<file path="src/rtl/fazyrv_alu_seq_if.sv">
// Request/response bundle of the chunked ALU engine.
//   req_valid_i / req_ready_o : request handshake
//   req_op_i, req_a_i, req_b_i: operation and full-width operands
//   rsp_valid_o / rsp_ready_i : response handshake
//   rsp_res_o, rsp_cmp_o, rsp_illegal_o : full-width result, compare flag, illegal-op flag
// Signal names keep the engine-side direction suffixes; the slave modport is the engine.
interface fazyrv_alu_seq_if #(
    parameter int XLEN = 32
);
    logic            req_valid_i;
    logic            req_ready_o;
    logic [3:0]      req_op_i;
    logic [XLEN-1:0] req_a_i;
    logic [XLEN-1:0] req_b_i;
    logic            rsp_valid_o;
    logic            rsp_ready_i;
    logic [XLEN-1:0] rsp_res_o;
    logic            rsp_cmp_o;
    logic            rsp_illegal_o;

    modport slave (
        input  req_valid_i, req_op_i, req_a_i, req_b_i, rsp_ready_i,
        output req_ready_o, rsp_valid_o, rsp_res_o, rsp_cmp_o, rsp_illegal_o
    );

    modport master (
        output req_valid_i, req_op_i, req_a_i, req_b_i, rsp_ready_i,
        input  req_ready_o, rsp_valid_o, rsp_res_o, rsp_cmp_o, rsp_illegal_o
    );
endinterface

</file>
<file path="src/rtl/fazyrv_alu_seq.sv">
// Chunked ALU engine. Accepts a full-width operand pair, walks it LSB-first in
// CHUNKSIZE-bit slices over ITERATIONS cycles, and presents the full-width result
// and compare flag until the response handshake completes.
// Ports:
//   clk_i   : clock, rising edge
//   rst_in  : asynchronous active-low reset
//   bus     : request/response bundle (slave side)
//   busy_o  : high while an op is being processed or its response is pending
module fazyrv_alu_seq #(
    parameter int XLEN       = 32,
    parameter int CHUNKSIZE  = 8,
    parameter int ITERATIONS = XLEN / CHUNKSIZE
) (
    input  logic             clk_i,
    input  logic             rst_in,
    fazyrv_alu_seq_if.slave  bus,
    output logic             busy_o
);
    localparam int CNT_W = (ITERATIONS > 1) ? $clog2(ITERATIONS) : 1;
    localparam logic [CNT_W-1:0] LAST_K = CNT_W'(ITERATIONS - 1);

    localparam logic [3:0] OP_PASS = 4'd0;
    localparam logic [3:0] OP_ADD  = 4'd1;
    localparam logic [3:0] OP_SUB  = 4'd2;
    localparam logic [3:0] OP_LT   = 4'd3;
    localparam logic [3:0] OP_LTU  = 4'd4;
    localparam logic [3:0] OP_EQ   = 4'd5;
    localparam logic [3:0] OP_XOR  = 4'd6;
    localparam logic [3:0] OP_OR   = 4'd7;
    localparam logic [3:0] OP_AND  = 4'd8;

    typedef enum logic [1:0] {
        IDLE = 2'd0,
        RUN  = 2'd1,
        DONE = 2'd2
    } state_t;

    // Ops that run the adder as a subtractor (b inverted, carry-in of 1).
    function automatic logic is_sub(input logic [3:0] op);
        return (op == OP_SUB) || (op == OP_LT) || (op == OP_LTU);
    endfunction

    // Ops whose result is only the compare flag.
    function automatic logic is_cmp(input logic [3:0] op);
        return (op == OP_LT) || (op == OP_LTU) || (op == OP_EQ);
    endfunction

    state_t          state_r;
    logic [XLEN-1:0] a_r;
    logic [XLEN-1:0] b_r;
    logic [3:0]      op_r;
    logic [CNT_W-1:0] k_r;
    logic            carry_r;
    logic            eq_r;
    logic [XLEN-1:0] res_r;
    logic            ready_r;
    logic            valid_r;
    logic            cmp_r;
    logic            illegal_r;
    logic            busy_r;

    logic [CHUNKSIZE-1:0]      a_chunk_s;
    logic [CHUNKSIZE-1:0]      b_chunk_s;
    logic                      sub_s;
    logic [CHUNKSIZE:0]        sum_ext_s;
    logic [CHUNKSIZE-1:0]      res_chunk_s;
    logic                      eq_next_s;
    logic                      cmp_s;
    logic                      illegal_s;
    logic                      msb_s;
    logic [XLEN+CHUNKSIZE-1:0] res_cat_s;
    logic [XLEN-1:0]           res_shift_s;
    logic [XLEN-1:0]           final_res_s;

    // Operands shift right each chunk, so the current slice is always at the bottom.
    assign a_chunk_s = a_r[CHUNKSIZE-1:0];
    assign b_chunk_s = b_r[CHUNKSIZE-1:0];
    assign sub_s     = is_sub(op_r);
    assign sum_ext_s = {1'b0, a_chunk_s}
                     + {1'b0, b_chunk_s ^ {CHUNKSIZE{sub_s}}}
                     + {{CHUNKSIZE{1'b0}}, carry_r};
    assign eq_next_s = eq_r & (a_chunk_s == b_chunk_s);
    assign illegal_s = (op_r > OP_AND);
    assign msb_s     = (k_r == LAST_K);
    // New chunk enters at the top, older chunks slide down: after the last chunk
    // the first chunk sits at bit 0.
    assign res_cat_s   = {res_chunk_s, res_r};
    assign res_shift_s = res_cat_s[XLEN+CHUNKSIZE-1:CHUNKSIZE];

    // Per-chunk result slice for arithmetic and logic ops.
    always_comb begin
        res_chunk_s = {CHUNKSIZE{1'b0}};
        case (op_r)
            OP_PASS:        res_chunk_s = b_chunk_s;
            OP_ADD, OP_SUB: res_chunk_s = sum_ext_s[CHUNKSIZE-1:0];
            OP_XOR:         res_chunk_s = a_chunk_s ^ b_chunk_s;
            OP_OR:          res_chunk_s = a_chunk_s | b_chunk_s;
            OP_AND:         res_chunk_s = a_chunk_s & b_chunk_s;
            default:        res_chunk_s = {CHUNKSIZE{1'b0}};
        endcase
    end

    // Compare flag, meaningful only on the msb chunk.
    always_comb begin
        cmp_s = 1'b0;
        case (op_r)
            OP_LT: begin
                // Signs differ: a is less exactly when it is negative; otherwise the
                // sign of a-b decides.
                if (a_chunk_s[CHUNKSIZE-1] != b_chunk_s[CHUNKSIZE-1]) begin
                    cmp_s = a_chunk_s[CHUNKSIZE-1];
                end else begin
                    cmp_s = sum_ext_s[CHUNKSIZE-1];
                end
            end
            OP_LTU:  cmp_s = ~sum_ext_s[CHUNKSIZE];
            OP_EQ:   cmp_s = eq_next_s;
            default: cmp_s = 1'b0;
        endcase
    end

    // Value presented on the response port once the last chunk is done.
    always_comb begin
        final_res_s = {XLEN{1'b0}};
        if (illegal_s) begin
            final_res_s = {XLEN{1'b0}};
        end else if (is_cmp(op_r)) begin
            final_res_s = {{(XLEN-1){1'b0}}, cmp_s};
        end else begin
            final_res_s = res_shift_s;
        end
    end

    // Sequencer and datapath state; all outputs are registered here.
    always_ff @(posedge clk_i or negedge rst_in) begin
        if (!rst_in) begin
            state_r   <= IDLE;
            a_r       <= {XLEN{1'b0}};
            b_r       <= {XLEN{1'b0}};
            op_r      <= 4'd0;
            k_r       <= {CNT_W{1'b0}};
            carry_r   <= 1'b0;
            eq_r      <= 1'b0;
            res_r     <= {XLEN{1'b0}};
            ready_r   <= 1'b0;
            valid_r   <= 1'b0;
            cmp_r     <= 1'b0;
            illegal_r <= 1'b0;
            busy_r    <= 1'b0;
        end else begin
            case (state_r)
                IDLE: begin
                    ready_r <= 1'b1;
                    if (bus.req_valid_i && ready_r) begin
                        a_r       <= bus.req_a_i;
                        b_r       <= bus.req_b_i;
                        op_r      <= bus.req_op_i;
                        k_r       <= {CNT_W{1'b0}};
                        carry_r   <= is_sub(bus.req_op_i);
                        eq_r      <= 1'b1;
                        res_r     <= {XLEN{1'b0}};
                        cmp_r     <= 1'b0;
                        illegal_r <= 1'b0;
                        ready_r   <= 1'b0;
                        busy_r    <= 1'b1;
                        state_r   <= RUN;
                    end
                end
                RUN: begin
                    a_r     <= a_r >> CHUNKSIZE;
                    b_r     <= b_r >> CHUNKSIZE;
                    carry_r <= sum_ext_s[CHUNKSIZE];
                    eq_r    <= eq_next_s;
                    k_r     <= k_r + CNT_W'(1);
                    if (msb_s) begin
                        res_r     <= final_res_s;
                        cmp_r     <= cmp_s;
                        illegal_r <= illegal_s;
                        valid_r   <= 1'b1;
                        state_r   <= DONE;
                    end else begin
                        res_r     <= res_shift_s;
                    end
                end
                DONE: begin
                    if (bus.rsp_ready_i) begin
                        valid_r <= 1'b0;
                        busy_r  <= 1'b0;
                        ready_r <= 1'b1;
                        state_r <= IDLE;
                    end
                end
                default: begin
                    state_r <= IDLE;
                    ready_r <= 1'b0;
                    valid_r <= 1'b0;
                    busy_r  <= 1'b0;
                end
            endcase
        end
    end

    assign bus.req_ready_o   = ready_r;
    assign bus.rsp_valid_o   = valid_r;
    assign bus.rsp_res_o     = res_r;
    assign bus.rsp_cmp_o     = cmp_r;
    assign bus.rsp_illegal_o = illegal_r;
    assign busy_o            = busy_r;
endmodule

</file>
<file path="src/flat_wrapper.sv">
// flat-port wrapper written by rule: the top's interface ports become plain ports
module fazyrv_alu_seq_flat 
#(
    parameter int XLEN       = 32,
    parameter int CHUNKSIZE  = 8,
    parameter int ITERATIONS = XLEN / CHUNKSIZE
)
  (clk_i, rst_in, busy_o, bus_req_valid_i, bus_req_op_i, bus_req_a_i, bus_req_b_i, bus_rsp_ready_i, bus_req_ready_o, bus_rsp_valid_o, bus_rsp_res_o, bus_rsp_cmp_o, bus_rsp_illegal_o);
  fazyrv_alu_seq_if #(.XLEN(XLEN)) bus_i ();
  input  logic clk_i;
  input  logic rst_in;
  output logic busy_o;
  input wire logic [$bits(bus_i.req_valid_i)-1:0] bus_req_valid_i;
  input wire logic [$bits(bus_i.req_op_i)-1:0] bus_req_op_i;
  input wire logic [$bits(bus_i.req_a_i)-1:0] bus_req_a_i;
  input wire logic [$bits(bus_i.req_b_i)-1:0] bus_req_b_i;
  input wire logic [$bits(bus_i.rsp_ready_i)-1:0] bus_rsp_ready_i;
  output wire logic [$bits(bus_i.req_ready_o)-1:0] bus_req_ready_o;
  output wire logic [$bits(bus_i.rsp_valid_o)-1:0] bus_rsp_valid_o;
  output wire logic [$bits(bus_i.rsp_res_o)-1:0] bus_rsp_res_o;
  output wire logic [$bits(bus_i.rsp_cmp_o)-1:0] bus_rsp_cmp_o;
  output wire logic [$bits(bus_i.rsp_illegal_o)-1:0] bus_rsp_illegal_o;
  assign bus_i.req_valid_i = bus_req_valid_i;
  assign bus_i.req_op_i = bus_req_op_i;
  assign bus_i.req_a_i = bus_req_a_i;
  assign bus_i.req_b_i = bus_req_b_i;
  assign bus_i.rsp_ready_i = bus_rsp_ready_i;
  assign bus_req_ready_o = bus_i.req_ready_o;
  assign bus_rsp_valid_o = bus_i.rsp_valid_o;
  assign bus_rsp_res_o = bus_i.rsp_res_o;
  assign bus_rsp_cmp_o = bus_i.rsp_cmp_o;
  assign bus_rsp_illegal_o = bus_i.rsp_illegal_o;
  fazyrv_alu_seq #(.XLEN(XLEN), .CHUNKSIZE(CHUNKSIZE), .ITERATIONS(ITERATIONS)) u_core (.clk_i(clk_i), .rst_in(rst_in), .bus(bus_i), .busy_o(busy_o));
endmodule
</file>
<file path="config.mk">
export PLATFORM = sky130hd
export DESIGN_NAME = fazyrv_alu_seq_flat
export DESIGN_NICKNAME = d
export VERILOG_FILES = /design/src/rtl/fazyrv_alu_seq_if.sv /design/src/rtl/fazyrv_alu_seq.sv /design/src/flat_wrapper.sv
export SDC_FILE = /design/constraint.sdc
export NUM_CORES = 1
export LEC_CHECK = 0
export BUFFER_PORTS_ARGS = -buffer_cell sky130_fd_sc_hd__buf_2
export CAP_MARGIN = 10
export CORE_ASPECT_RATIO = 1.25
export CORE_MARGIN = 4
export CORE_UTILIZATION = 35
export CTS_CLUSTER_DIAMETER = 80
export CTS_CLUSTER_SIZE = 28
export DETAILED_ROUTE_END_ITERATION = 8
export PLACE_DENSITY = 0.51
export SETUP_SLACK_MARGIN = 0.05
export SLEW_MARGIN = 30
export SYNTH_ARGS = -nofsm -noshare
export SYNTH_HDL_FRONTEND = slang
export SYNTH_SLANG_ARGS = --single-unit
</file>
<file path="constraint.sdc">
create_clock -name clk_i -period 3.12 [get_ports clk_i]
set_clock_uncertainty 0.2 [all_clocks]
set_input_delay 0.468 -clock clk_i [delete_from_list [all_inputs] [get_ports clk_i]]
set_output_delay 0.468 -clock clk_i [all_outputs]
set_load 0.05 [all_outputs]
</file>
Yosys cells after proc, flatten, opt, wreduce, memory -nomap -nowiden. Index checks and enable logic that the tools add are counted.

ROM bits: 0. Input bits: 72. Memories: 0. RAM bits: 0. Bits in latches: 0. Flip-flop bits (word level): 111.

Add/sub/neg operators: 3. Shift-type cells: 0. Muxes and demuxes: 34. Order comparisons: 1. Bitwise operators: 8. Multipliers: 0. Eq/ne operators: 19. Divide/modulo/power cells: 0. Reduce and logical (&&, ||, !) cells: 18.

Operator list (count): 2-to-1 mux 32 bit (6); case mux 32 bit (2 select lines) (3); case mux 8 bit (5 select lines) (1); equality test 4 x 3 -> 1 bit, second input constant (5); equality test 4 x 2 -> 1 bit, second input constant (4); XOR 8 bit (2); case mux 1 bit (3 select lines) (4); AND reduction 3 bit (4); 2-to-1 mux 1 bit (10); adder 8 x 8 -> 9 bit (1); adder 9 x 1 -> 9 bit (1); bitwise AND 8 bit (1); equality test 8 bit (1); 2-to-1 mux 2 bit (4); bitwise OR 8 bit (1); case mux 1 bit (2 select lines) (4); logical OR 1 bit (6); case mux 2 bit (3 select lines) (1); AND reduction 2 bit (3); equality test 2 bit, second input constant (2); equality test 4 x 1 -> 1 bit, second input constant (1); equality test 4 bit, second input constant (1); > comparator 4 bit, second input constant (1); zero test 4 bit (1); 12 further kinds (15).

Logic depth before layout (Yosys ltp).
Word-level depth: 12. Depth in mapped cells: 14. Mapped depth without buffers: 13.

Worst setup path before layout. Ideal clock, no wire load.

Path type: reg2reg. Start: register u_core.op_r[1]. End: register u_core.res_r[0], in the netlist u_core.bus.rsp_res_o[0]. Arrival: 2589 ps. Data required time: 2838 ps. Library setup time: 82 ps. Period minus slack after synthesis: 2871 ps. Path slack: 249 ps. Cell stages (with the launch flop): 15. Cell sequence: dfrtp_1 buf_6 nand2b_1 nor2_1 a21oi_1 nor2_4 xnor2_1 fa_1 inv_1 fa_1 nand3_1 a21oi_1 a2111oi_4 nor2_1 a31oi_1.

Word-level cells in the longest chain between the ends: 12. Elaborated cells between the ends (all ways): 19.

Ends and longest elaborated chain: start: declaration (RTL line fazyrv_alu_seq.sv:51) `logic [3:0] op_r;`; start signal: assignment (RTL line fazyrv_alu_seq.sv:157) `op_r <= bus.req_op_i;`; equality test 4 x 2 -> 1 bit (on tied branches) (RTL line fazyrv_alu_seq.sv:40, fazyrv_alu_seq.sv:45, fazyrv_alu_seq.sv:106); logical OR 1 bit (2 in a row) (RTL line fazyrv_alu_seq.sv:40) `return (op == OP_SUB) || (op == OP_LT) || (op == OP_LTU);`; XOR 8 bit (RTL line fazyrv_alu_seq.sv:80) `+ {1'b0, b_chunk_s ^ {CHUNKSIZE{sub_s}}}`; adder 8 x 8 -> 9 bit (RTL line fazyrv_alu_seq.sv:80); adder 9 x 1 -> 9 bit (RTL line fazyrv_alu_seq.sv:81) `+ {{CHUNKSIZE{1'b0}}, carry_r};`; 2-to-1 mux 1 bit or inverter 1 bit (tied branches) (RTL line fazyrv_alu_seq.sv:110, fazyrv_alu_seq.sv:116); case mux 1 bit (3 select lines) (RTL line fazyrv_alu_seq.sv:106) `case (op_r)`; 2-to-1 mux 32 bit (RTL line fazyrv_alu_seq.sv:127) `end else if (is_cmp(op_r)) begin`; 2-to-1 mux 32 bit * (RTL line fazyrv_alu_seq.sv:125) `if (illegal_s) begin`; 2-to-1 mux 32 bit * (RTL line fazyrv_alu_seq.sv:175) `if (msb_s) begin`; case mux 32 bit (2 select lines) * (RTL line fazyrv_alu_seq.sv:151) `case (state_r)`; end signal: assignment (RTL line fazyrv_alu_seq.sv:161) `res_r <= {XLEN{1'b0}};`; end signal: assignment (RTL line fazyrv_alu_seq.sv:176) `res_r <= final_res_s;`; end signal: assignment (RTL line fazyrv_alu_seq.sv:182) `res_r <= res_shift_s;`; end: declaration (RTL line fazyrv_alu_seq.sv:55) `logic [XLEN-1:0] res_r;`.

Every way passes the cells marked *; elsewhere a longest branch is shown, timed or not. A chain may end at the register's enable or synchronous reset.

Worst setup path after layout. Same ends and word-level chain as after synthesis.

==> metrics <==
most common library cells after synthesis=nand2_1, dfrtp_1, nor2_1; flops & latches, synth=111; GRT Resource Usage Total=0.164; Syn Inst Count=644; synth warn=0; fraction of registers with async set/reset=1.00; Clock Latency Late Sink=0.35 ns; Final Hold Slack=0.0983 ns; Max FO, Critical Path=7; min-delay worst type=primary input to register; Tmin final=2.91 ns; DRT iter0 DRCs=205; Static Leak=3.35 nW; CP cell instances=nand2b_1, nor2_1, a21oi_2, nor2_4, buf_4, xnor2_1, ha_1, o21ai_0, a211oi_1, mux2_2, nand2_1, a31oi_1; DP Cell Count=934; Port Buffers=108; largest net degree at the start of global routing=93; placer's final routability congestion estimate=0.855; CTS H-tree depth=3; CTS tree=done; PwrDens=1290 nW/um^2; Startpoint Class=register; Starting Density=0.358; Clock Tree Root=clkbuf_16; synth unique cells=61; remaining antenna violation count after routing=0; prevailing post-synth register cell=dfrtp_1; max incr delay on CP=0.38 ns; Final setup viols=0; # diodes=0; reg2reg setup slack=0.21 ns; Netlist Area Pre-Place=5850 um^2; worst slew pin tran=0.897 ns; Layout Cells excl Fill=950; number of global-route vias before repair=4942; CP Data Arrival Time=2.95 ns; P&R area growth vs syn=17.1%; critical path capture point type=register; mean routed wirelength per cell=15.9 um; first-pass GRT wire length=24900 um; fill count=1703; Final HPWL DP=10800 um; pins over their slew limit=0; Max IR drop VDD=0.000415 V; Slew Limit Headroom=0.402; final hold violations=0; Avg Vias per Cell=5.22; number of remaining DRC errors=0; syn nets=742; share of layout cells above drive strength 1=0.204; WL final=15100 um; Synth top area share=0.475; via count=4963; die width=124 um; outcome=complete, no violations; num rows=52; antenna violations before repair=0; Syn Area/Cell=9.08 um^2; CP max-delay cell=dfrtp_1; final worst path period share=0.934; ranking of synthesized cells by area=dfrtp_1, nand2_1, a31oi_1, ha_1, a22o_1; Initial DRT Pass Iterations=5; Longest Clk Path Bufs=2; Die Height=153 um; Critical path buffers and inverters=1; total gr overflow=0; Crit Path Category=register to register; DIE AREA=18900 um^2; Total Power=8.83 mW; Max Freq=0.343 GHz; top-count cell post-synth=nand2_1; IO Pins=109; core area=16300 um^2; Synth area leader=dfrtp_1; clk slew on worst S/H paths=0.07 ns; final setup TNS=0 ns; fin nets=829; Worst Path Required=3.15 ns; CTS Sinks=111; CP delay by family, top=compound AO/OA/AOI/OAI gates; register area share after synthesis=0.475; CTS Buf Count=9; RSZ-0062 raised after global routing=false; EDFF count, synth=0; Max-Cap Viols=0
[area by class of cell]
class	instances	area, um^2	share of cell area
clock inverter	3	43.8	0.00640
multi-input combinational	466	2760	0.404
clock buffer	11	243	0.0355
tap	216	270	0.0395
sequential	111	2780	0.406
inverter	23	86.3	0.0126
timing repair buffer	120	661	0.0965
[registers in the layout, summed over array words and instances (netlist names)]
signal and count:
u_core.bus.rsp_cmp_o 1, u_core.b_r 32, u_core.carry_r 1, u_core.k_r 2, u_core.bus.req_ready_o 1, u_core.eq_r 1
u_core.a_r 32, u_core.op_r 4, u_core.busy_o 1, u_core.bus.rsp_valid_o 1, u_core.bus.rsp_res_o 32, u_core.state_r 2
u_core.bus.rsp_illegal_o 1
[cells by family after synthesis]
| kind of cell | share of synthesized area |
|---|---|
| xor+xnor | 0.0195 |
| simple gates | 0.201 |
| compound gates | 0.187 |
| buf+inv | 0.0539 |
| mux | 0.00556 |
| flops | 0.475 |
| fa+ha+maj | 0.0582 |
[final timing paths]
kind	endpoint	depth (start not counted)	start
worst max-delay path	u_core.bus.rsp_res_o[0]$_DFFE_PN0P_	12	u_core.op_r[1]$_DFFE_PN0P_
min in group asynchronous	u_core.state_r[0]$_DFFE_PN0P_	2	rst_in
worst min-delay path	u_core.b_r[24]$_DFFE_PN0P_	3	bus_req_b_i[24]
max in group asynchronous	u_core.a_r[26]$_DFFE_PN0P_	3	rst_in
worst min register to register	u_core.b_r[30]$_DFFE_PN0P_	2	u_core.b_r[30]$_DFFE_PN0P_
worst max register to register	u_core.bus.rsp_res_o[0]$_DFFE_PN0P_	12	u_core.op_r[1]$_DFFE_PN0P_
[cell usage in the layout, fill, tap and decap left out, drive strengths merged, types with 3 or more instances in the layout]
master,synthesis,routed
a22o,27,27
a22oi,8,8
nand2,150,150
a31oi,52,52
o21ai,22,22
o22ai,6,6
a32oi,5,5
buf,31,119
xor2,3,3
nor3,9,9
nor2,66,66
clkbuf,13,11
a211oi,4,4
o22a,4,4
xnor2,10,10
dfrtp,111,111
ha,24,24
inv,23,24
nand2b,5,5
a21oi,12,12
nand3,22,22
[per-layer routing]
metal | wire length [um] | GRT usage | vias up
met4 | 422 | 0.0675 | 0
met1 | 6860 | 0.224 | 2390
li1 | - | - | 2418
met3 | 662 | 0.0253 | 27
met5 | 0 | 0 | -
met2 | 7150 | 0.257 | 128
[through the flow]
| stage | util | area, um^2 | worst slack (ns) |
|---|---|---|---|
| 6_report | 0.419 | 6850 | 0.207 |
| 5_1_grt | 0.419 | 6850 | 0.104 |
| 4_1_cts | 0.418 | 6830 | 0.0614 |
| 3_5_place_dp | 0.400 | 6540 | 0.0892 |
| 3_3_place_gp | 0.400 | 6540 | 0.175 |
| 2_1_floorplan | - | 5850 | 0.249 |
[where the power goes]
group          switching, mW  internal, mW
clock network          0.518         0.638
logic                   3.25          1.82
registers              0.509          2.10
[worst register-to-register path: stages (launching register included)]
cell,delay [ns]
dfrtp_1,0.38
nand2b_1,0.17
nor2_1,0.13
a21oi_2,0.06
nor2_4,0.15
buf_4,0.19
xnor2_1,0.08
ha_1,0.34
o21ai_0,0.14
a211oi_1,0.37
mux2_2,0.38
nand2_1,0.12
a31oi_1,0.10
[repair_timing]
item,4_1_cts,5_1_grt
buffers inserted,0,1
resized for setup,0,1
hold buffers,1,0
setup endpoints to repair,0,3
endpoints found under the hold margin,32,0
Power figures use the tool's default switching activity.
